## src/rtl/alu_seq_pkg.sv

```systemverilog
// rtl/alu_seq_pkg.sv - opcodes, control width and FSM state type shared by alu_seq
package alu_seq_pkg;

  localparam int CTRL_W = 4;

  localparam logic [CTRL_W-1:0] OP_ADD  = 4'd0;
  localparam logic [CTRL_W-1:0] OP_SUB  = 4'd1;
  localparam logic [CTRL_W-1:0] OP_AND  = 4'd2;
  localparam logic [CTRL_W-1:0] OP_XOR  = 4'd3;
  localparam logic [CTRL_W-1:0] OP_OR   = 4'd4;
  localparam logic [CTRL_W-1:0] OP_SLL  = 4'd5;
  localparam logic [CTRL_W-1:0] OP_SRL  = 4'd6;
  localparam logic [CTRL_W-1:0] OP_SLT  = 4'd7;
  localparam logic [CTRL_W-1:0] OP_SLTU = 4'd8;
  localparam logic [CTRL_W-1:0] OP_SRA  = 4'd9;
  localparam logic [CTRL_W-1:0] OP_MUL  = 4'd10;

  typedef enum logic {
    ST_IDLE = 1'b0,
    ST_MUL  = 1'b1
  } state_e;

endpackage

```

## src/rtl/alu_seq_mul.sv

```systemverilog
// rtl/alu_seq_mul.sv - iterative shift-add multiplier, one bit per cycle (used under ALU_SEQ_MUL_EN)
module alu_seq_mul #(
  parameter int WIDTH = 32
) (
  input  logic               clk,
  input  logic               rst,
  input  logic               start,
  input  logic [WIDTH-1:0]   a,
  input  logic [WIDTH-1:0]   b,
  output logic               busy,
  output logic               done,
  output logic [2*WIDTH-1:0] product
);

  localparam int CW = $clog2(WIDTH) + 1;

  logic [2*WIDTH-1:0] acc_q, mcand_q, acc_d;
  logic [WIDTH-1:0]   mplier_q;
  logic [CW-1:0]      cnt_q;
  logic               busy_q;

  // The product is taken from the accumulator's next value so the caller can
  // capture it on the same edge as the final iteration.
  assign acc_d   = mplier_q[0] ? (acc_q + mcand_q) : acc_q;
  assign busy    = busy_q;
  assign done    = busy_q && (cnt_q == CW'(1));
  assign product = acc_d;

  // Load operands on start, then add-and-shift once per cycle until the counter expires.
  always_ff @(posedge clk or posedge rst) begin
    if (rst) begin
      acc_q    <= '0;
      mcand_q  <= '0;
      mplier_q <= '0;
      cnt_q    <= '0;
      busy_q   <= 1'b0;
    end else if (start) begin
      acc_q    <= '0;
      mcand_q  <= {{WIDTH{1'b0}}, a};
      mplier_q <= b;
      cnt_q    <= CW'(WIDTH);
      busy_q   <= 1'b1;
    end else if (busy_q) begin
      acc_q    <= acc_d;
      mcand_q  <= mcand_q << 1;
      mplier_q <= mplier_q >> 1;
      cnt_q    <= cnt_q - CW'(1);
      if (cnt_q == CW'(1)) busy_q <= 1'b0;
    end
  end

endmodule

```

## src/rtl/alu_seq.sv

```systemverilog
// rtl/alu_seq.sv - registered ALU with valid/ready handshake; ALU_SEQ_MUL_EN enables iterative MUL
module alu_seq
  import alu_seq_pkg::*;
#(
  parameter int WIDTH = 32
) (
  input  logic              clk,
  input  logic              rst,
  input  logic              in_valid,
  output logic              in_ready,
  input  logic [WIDTH-1:0]  a,
  input  logic [WIDTH-1:0]  b,
  input  logic [CTRL_W-1:0] control,
  output logic              out_valid,
  input  logic              out_ready,
  output logic [WIDTH-1:0]  result,
  output logic              carry_out,
  output logic              overflow,
  output logic              zero,
  output logic              err
);

  localparam int SHW = $clog2(WIDTH);

  logic [WIDTH-1:0] result_q, result_d;
  logic             carry_q, carry_d, ovf_q, ovf_d, zero_q, zero_d, err_q, err_d;
  logic             valid_q, valid_d;
  logic             accept, is_mul, mul_done;
  logic [2*WIDTH-1:0] mul_prod;

  logic [SHW-1:0]   shamt;
  logic [WIDTH-1:0] b_eff, sra_res;
  logic [WIDTH:0]   sum;
  logic [WIDTH-1:0] alu_res;
  logic             alu_c, alu_v, alu_err;

  assign shamt   = b[SHW-1:0];
  assign sra_res = $signed(a) >>> shamt;
  assign accept  = in_valid && in_ready;

`ifdef ALU_SEQ_MUL_EN
  state_e state_q, state_d;
  logic   mul_busy;

  assign is_mul   = (control == OP_MUL);
  assign in_ready = !rst && (state_q == ST_IDLE) && (!valid_q || out_ready);

  alu_seq_mul #(.WIDTH(WIDTH)) u_mul (
    .clk     (clk),
    .rst     (rst),
    .start   (accept && is_mul),
    .a       (a),
    .b       (b),
    .busy    (mul_busy),
    .done    (mul_done),
    .product (mul_prod)
  );

  // FSM state register.
  always_ff @(posedge clk or posedge rst) begin
    if (rst) state_q <= ST_IDLE;
    else     state_q <= state_d;
  end

  // Enter MUL on an accepted multiply, leave on the multiplier's final iteration.
  always_comb begin
    state_d = state_q;
    case (state_q)
      ST_IDLE: if (accept && is_mul) state_d = ST_MUL;
      ST_MUL:  if (mul_done || !mul_busy) state_d = ST_IDLE;
      default: state_d = ST_IDLE;
    endcase
  end
`else
  assign is_mul   = 1'b0;
  assign mul_done = 1'b0;
  assign mul_prod = '0;
  assign in_ready = !rst && (!valid_q || out_ready);
`endif

  // Adder shared by ADD and SUB; SUB is a + ~b + 1.
  always_comb begin
    b_eff = (control == OP_SUB) ? ~b : b;
    sum   = {1'b0, a} + {1'b0, b_eff} + {{WIDTH{1'b0}}, (control == OP_SUB)};
  end

  // Single-cycle operation decode; anything not listed is illegal.
  always_comb begin
    alu_res = '0;
    alu_c   = 1'b0;
    alu_v   = 1'b0;
    alu_err = 1'b0;
    case (control)
      OP_ADD, OP_SUB: begin
        alu_res = sum[WIDTH-1:0];
        alu_c   = sum[WIDTH];
        alu_v   = (a[WIDTH-1] == b_eff[WIDTH-1]) && (sum[WIDTH-1] != a[WIDTH-1]);
      end
      OP_AND:  alu_res = a & b;
      OP_XOR:  alu_res = a ^ b;
      OP_OR:   alu_res = a | b;
      OP_SLL:  alu_res = a << shamt;
      OP_SRL:  alu_res = a >> shamt;
      OP_SLT:  alu_res = {{(WIDTH-1){1'b0}}, ($signed(a) < $signed(b))};
      OP_SLTU: alu_res = {{(WIDTH-1){1'b0}}, (a < b)};
      OP_SRA:  alu_res = sra_res;
      default: alu_err = 1'b1;
    endcase
  end

  // Output register next-state: hold until consumed, replace on a new result.
  always_comb begin
    valid_d  = valid_q;
    result_d = result_q;
    carry_d  = carry_q;
    ovf_d    = ovf_q;
    err_d    = err_q;
    if (out_ready) valid_d = 1'b0;
    if (mul_done) begin
      valid_d  = 1'b1;
      result_d = mul_prod[WIDTH-1:0];
      carry_d  = 1'b0;
      ovf_d    = |mul_prod[2*WIDTH-1:WIDTH];
      err_d    = 1'b0;
    end else if (accept && !is_mul) begin
      valid_d  = 1'b1;
      result_d = alu_res;
      carry_d  = alu_c;
      ovf_d    = alu_v;
      err_d    = alu_err;
    end
    zero_d = (result_d == '0);
  end

  // Output registers.
  always_ff @(posedge clk or posedge rst) begin
    if (rst) begin
      valid_q  <= 1'b0;
      result_q <= '0;
      carry_q  <= 1'b0;
      ovf_q    <= 1'b0;
      zero_q   <= 1'b0;
      err_q    <= 1'b0;
    end else begin
      valid_q  <= valid_d;
      result_q <= result_d;
      carry_q  <= carry_d;
      ovf_q    <= ovf_d;
      zero_q   <= zero_d;
      err_q    <= err_d;
    end
  end

  assign out_valid = valid_q;
  assign result    = result_q;
  assign carry_out = carry_q;
  assign overflow  = ovf_q;
  assign zero      = zero_q;
  assign err       = err_q;

endmodule

```

## config.mk

```make
export PLATFORM = sky130hd
export DESIGN_NAME = alu_seq
export DESIGN_NICKNAME = d
export VERILOG_FILES = /design/src/rtl/alu_seq_pkg.sv /design/src/rtl/alu_seq_mul.sv /design/src/rtl/alu_seq.sv
export SDC_FILE = /design/constraint.sdc
export NUM_CORES = 1
export LEC_CHECK = 0
export BUFFER_PORTS_ARGS = -buffer_cell sky130_fd_sc_hd__buf_2
export CELL_PAD_IN_SITES_DETAIL_PLACEMENT = 0
export CELL_PAD_IN_SITES_GLOBAL_PLACEMENT = 1
export CORE_AREA = 2 2 213 173
export CTS_CLUSTER_SIZE = 24
export DETAILED_ROUTE_END_ITERATION = 12
export DIE_AREA = 0 0 215 175
export PLACE_DENSITY = 0.66
export SYNTH_ARGS = -nofsm -noshare
export SYNTH_HDL_FRONTEND = slang
export SYNTH_HIERARCHICAL = 1
export SYNTH_SLANG_ARGS = --single-unit
```

## constraint.sdc

```tcl
create_clock -name clk -period 2.7 [get_ports clk]
set_clock_uncertainty 0.05 [all_clocks]
set_input_delay 0.27 -clock clk [delete_from_list [all_inputs] [get_ports clk]]
set_output_delay 0.27 -clock clk [all_outputs]
set_load 0.01 [all_outputs]
```

==> results of run 1 <==
registers in the layout, summed over array words and instances, names as in the netlist:
register,cells
carry_out,1
err,1
out_valid,1
overflow,1
result,32
zero,1
per-stage QoR:
step,util,std cells,TNS (ns),power [uW]
CTS,0.4808,2478,-7.913,5008
floorplan,-,1362,-4.852,2166
global placement,0.4486,2437,-25.40,3855
finish,0.4993,2502,-9.708,5312
global route,0.4993,2502,-12.73,5540
detailed placement,0.4486,2437,-25.74,3869
where the power goes:
part	leakage, uW	switching (uW)	internal [uW]	total, uW
clock network	0.0000944	315	535	849
registers	0.000495	58.5	622	681
logic	0.00773	1950	1840	3780
cell families (layout without fill, tap and decap cells):
group | Yosys count | in the layout | synth area share
AOI/OAI and AO/OA | 430 | 430 | 0.2819
xor gates and xnor gates | 43 | 43 | 0.03579
muxes | 141 | 141 | 0.1828
buffers and inverters | 192 | 852 | 0.07348
adders and majority gates | 129 | 129 | 0.1541
DFF | 37 | 37 | 0.08799
and+or+nand+nor | 390 | 390 | 0.1839
synthesized netlist by cell type, types with 8 or more instances:
cell type | number | area, um^2
a211o_1 | 8 | 70.07
a211oi_1 | 25 | 187.7
a21o_1 | 13 | 97.59
a21oi_1 | 70 | 350.3
a221o_1 | 8 | 80.08
a221oi_1 | 13 | 113.9
a22oi_1 | 16 | 120.1
a31oi_1 | 22 | 137.6
buf_2 | 18 | 90.09
clkbuf_1 | 72 | 270.3
dfrtp_1 | 37 | 925.9
ha_1 | 128 | 1602
inv_1 | 90 | 337.8
mux2_2 | 39 | 439.2
mux2i_1 | 65 | 650.6
mux4_2 | 37 | 833.3
nand2_1 | 93 | 349.1
nand2b_1 | 15 | 93.84
nand3_1 | 25 | 125.1
nand4_1 | 16 | 100.1
nor2_1 | 112 | 420.4
nor2b_1 | 20 | 125.1
nor3_1 | 38 | 190.2
nor4_1 | 13 | 81.33
o211ai_1 | 26 | 195.2
o21ai_0 | 78 | 390.4
o21bai_1 | 8 | 60.06
o221ai_1 | 15 | 131.4
o22ai_1 | 43 | 269.0
o31ai_1 | 11 | 82.58
or3_1 | 12 | 75.07
xnor2_1 | 37 | 324.1
layout make-up:
class                           instances  area (um^2)
Clock buffer                            5        125.1
Clock inverter                          3        68.82
Fill cell                            3513        17790
Inverter                               91        347.8
Multi-Input combinational cell       1133         9933
Sequential cell                        37        925.9
Tap cell                              480        600.6
Timing Repair Buffer                  753         5738
worst min-delay path, stage by stage:
cell and delay, ns:
buf_2 0.11, buf_4 0.13, clkinv_1 0.04, buf_4 0.46
per-layer routing:
metal	vias to the layer above	part of all wire
met5	-	0
met4	0	0.031
met1	7066	0.45
met2	679	0.44
met3	102	0.082
li1	6499	-
timing repair:
action | CTS | global route
gates resized for setup | 145 | 78
pin swaps | 70 | 72
hold buffers | 0 | 0
buffers inserted | 35 | 29
setup endpoints to repair | 35 | 32
cloned | 1 | 0
worst max-delay path by stage:
stage	to	slack, ns	depth (start not counted)
after floorplan	zero	-0.86	15
after global placement	zero	-1.77	16
after detailed placement	zero	-1.72	16
after CTS	zero	-0.93	18
after global routing	zero	-1.08	19
final	zero	-0.95	18
==> results.ini, run 1 <==
[status]
outcome=finished with violations
violations=negative setup slack

[pwr]
p_leak_uw=0.008319
vdd_drop_max_uv=256.3
p_per_area_mw_per_mm2=299.5

[sta]
finalHoldViolCount=0
maxSlewHeadroom=0.5158
hold_slack_ns=0.1720
min_period_ns=3.650
slew_violations=0
setup_viol=28
rsz0062_at_grt=yes
fmax_ghz=0.2740
tightest_slew_ns=0.7161
period_share=1.352
setup_slack_ns=-0.9500

[global_route]
grt_pass1_vias=13960
grt_antenna_before_repair=0
grt.busiest_layer=met2
met1_usage=0.4474
use_met2=0.4947
overflow=0
grt_pass1_wl_um=89200
use_met3=0.04735
grt_start_max_net_pins=48
track_usage=0.3141

[worst_setup_path]
ff2ff_setup_slack_ns=-0.38
critPathCaptureType=register
critPathArrivalTime_ns=3.84
worstSetupPathType=in2reg
path_cells=buf_8 -> nor4b_4 -> buf_6 -> buf_12 -> buf_12 -> xnor2_4 -> ha_1 -> a41o_4 -> buf_4 -> o21a_1 -> o21ai_2 -> a41oi_2 -> a2111oi_2 -> nand4b_1 -> nor4_2 -> buf_4 -> nand4_1 -> nor2b_1
rr_worst_depth=11
reg2reg_to=zero
rr_startpoint=out_valid
cp_slowest_cell=a2111oi_2
cp.buffers_inverters=6
startpoint_type=primary input
startpoint=control[3]
path_delay_family=compound AO/OA/AOI/OAI gates
cp.required_ns=2.89
crit_fanout=5
max_stage_delay_ns=0.37

[cts]
clock_sinks=37
h-tree-depth=2
tritoncts=built
cts_buffer_depth=2
clkTransAtPathRegs_ns=0.07
clock_latency_ns=0.31
cts-root-buf=clkbuf_16
numCtsBuffers=5

[layout]
final_area_mm2=0.01774
nNetsFinal=2222
n_antenna_cell=0
final_common_cell=buf_4
synthToLayoutAreaGrowth_pct=68.58
drive_above_1_share=0.4906
final_cell_mix=599 x buf_4, 116 x ha_1, 106 x nor2_1

[die]
fp.dieW_um=215
die_area_mm2=0.03763
fp.coreArea_mm2=0.03553
start_util=0.2962
placementRows=62
die_height_um=175
ios=110

[logic_synthesis]
syn_inst=1362
synth_edf_count=0
async_reset_ff_frac=1.000
syn_area_mm2=0.01052
ys_ff_latch=37
synth_top_flop_cell=dfrtp_1
syn_avg_cell_area_um2=7.726
yosysWarnings=6
synth_cell_type_count=83
yosysSeqAreaShare=0.08799
syn_nets=1563

[flow_run]
drv_cap=0

[place]
port_buffers=109
placed_area_mm2=0.01594
hpwl_um=50130
gp_congestion=1.034
dpl_worst_slack_ns=-1.720

[drt]
vias=14350
routed_wl_um=60910
vias_per_cell=5.734
wl_per_cell_um=24.34
drtAntennaViolNets=0
drcViolationCount=0
drt-pass1-iter-count=5
first_iter_violations=1688

[hold_path]
hp-class=in2async

Power figures use the tool's default switching activity.
==> inputs of run 2 (changes only) <==
- RECOVER_POWER: unset -> 25
==> results.ini, run 2 (same netlist as run 1, synthesis figures left out) <==
[die]
placementRows=62
fp.coreArea_mm2=0.03553
ios=110
fp.dieW_um=215
die_height_um=175
die_area_mm2=0.03763
start_util=0.2962

[cts]
cts_buffer_depth=2
cts-root-buf=clkbuf_16
numCtsBuffers=5
tritoncts=built
clkTransAtPathRegs_ns=0.07
clock_sinks=37
h-tree-depth=2
clock_latency_ns=0.31

[pwr]
p_seq_frac=0.128
clkPwrFrac=0.160
p_switching_uw=2319
p_per_area_mw_per_mm2=299.5
intPower_uw=2992
comb_power_share=0.712
p_leak_uw=0.008312
vdd_drop_max_uv=256.2
p_sw_frac=0.4366
finalPower_uw=5310

[sta]
tightest_slew_ns=1.142
setup_viol=28
min_period_ns=3.650
fmax_ghz=0.2740
maxSlewHeadroom=0.2390
finalHoldViolCount=0
rsz0062_at_grt=yes
period_share=1.352
slew_violations=0
setup_slack_ns=-0.9499

[place]
port_buffers=109
dp_cells=2437
gp_congestion=1.034
placed_area_mm2=0.01594
hpwl_um=50130
dpl_worst_slack_ns=-1.720

[worst_setup_path]
crit_fanout=5
worstSetupPathType=in2reg
ff2ff_setup_slack_ns=-0.39
critPathCaptureType=register
rr_startpoint=out_valid
max_stage_delay_ns=0.36
path_cells=buf_8 -> nor4b_4 -> buf_6 -> buf_12 -> buf_12 -> xnor2_4 -> ha_1 -> a41o_4 -> buf_4 -> o21ai_1 -> nand4_1 -> buf_6 -> buf_4 -> o211ai_1 -> and2_1 -> o211ai_1 -> nor4_1 -> nand4_1 -> nor2b_1
critPathArrivalTime_ns=3.84
rr_worst_depth=11
cp.required_ns=2.89
cp_slowest_cell=ha_1
reg2reg_to=zero
startpoint_type=primary input

[drt]
wl_per_cell_um=24.34
vias=14300
routed_wl_um=60910
drcViolationCount=0
first_iter_violations=1687
drtAntennaViolNets=0
vias_per_cell=5.714
drt-pass1-iter-count=6

[hold_path]
holdPathEnd=out_valid
worstHoldStart=in_valid
whs_path_depth=4
hp-class=in2reg

[layout]
nNetsFinal=2222
drive_above_1_share=0.4896
largest_register_ffs=32
final_area_mm2=0.01773
n_antenna_cell=0
synthToLayoutAreaGrowth_pct=68.51
final_cells=2502
nFillCells=3516
final_cell_mix=597 x buf_4, 116 x ha_1, 106 x nor2_1
final_common_cell=buf_4

[global_route]
grt_start_max_net_pins=48
overflow=0
grt_pass1_wl_um=89200
track_usage=0.3141
grt_antenna_before_repair=0
grt_pass1_vias=13960

[status]
outcome=finished with violations
violations=negative setup slack

[flow_run]
drv_cap=0

run 2: metrics by stage:
stage | hold slack (ns) | util | setup TNS [ns]
6_report | 0.2787 | 0.4991 | -9.729
5_1_grt | 0.3061 | 0.4991 | -12.73
2_1_floorplan | 0.3874 | - | -4.852
3_5_place_dp | 0.4290 | 0.4486 | -25.74
3_3_place_gp | 0.4222 | 0.4486 | -25.40
4_1_cts | 0.1849 | 0.4808 | -7.913
run 2: worst max-delay path by stage:
stage	startpoint	to	slack, ns	cells past startpoint
4_1_cts	control[2]	zero	-0.93	18
6_report	control[3]	zero	-0.95	19
3_3_place_gp	control[1]	zero	-1.77	16
5_1_grt	control[3]	zero	-1.08	19
3_5_place_dp	control[1]	zero	-1.72	16
2_1_floorplan	b[1]	zero	-0.86	15
run 2: layout make-up:
class | count | area (um^2) | area share
flip-flops and latches | 37 | 925.9 | 0.05222
clock inverters | 3 | 68.82 | 0.003881
repair buffers | 753 | 5731 | 0.3232
well taps | 480 | 600.6 | 0.03387
inverters | 91 | 347.8 | 0.01962
clock buffers | 5 | 125.1 | 0.007056
multi-input cells | 1133 | 9933 | 0.5602
run 2: critical path, delay by kind of cell:
family / cells / cell delay [ns]
AND/OR/NAND/NOR: 6 / 1.24
AO/OA/AOI/OAI: 4 / 0.96
buffers and inverters: 7 / 0.93
adder cells (fa/ha/maj): 1 / 0.36
XOR/XNOR: 1 / 0.06
run 2: power groups by stage:
| stage | clock (uW) | combinational [uW] | sequential [uW] |
|---|---|---|---|
| after CTS | 855 | 3470 | 679 |
| final | 849 | 3780 | 680 |
| after detailed placement | 0 | 3180 | 688 |
| after floorplan | 0 | 1470 | 700 |
| after global routing | 868 | 3980 | 686 |
| after global placement | 0 | 3170 | 687 |
run 2: routing by layer:
metal  routed length [um]  up-vias  share of wire  track usage
met3                 5018      108          0.082      0.04735
met1                27330     7015           0.45       0.4474
li1                     -     6498              -            -
met4                 1951        0          0.032      0.08075
met2                26610      675           0.44       0.4947
met5                    0        -              0            0
run 2: repair_timing:
action / CTS / global route
cloned: 1 / 0
pin swaps: 70 / 72
endpoints found under the setup margin: 35 / 32
resized for setup: 145 / 78
buffers inserted: 35 / 29
hold buffers: 0 / 0
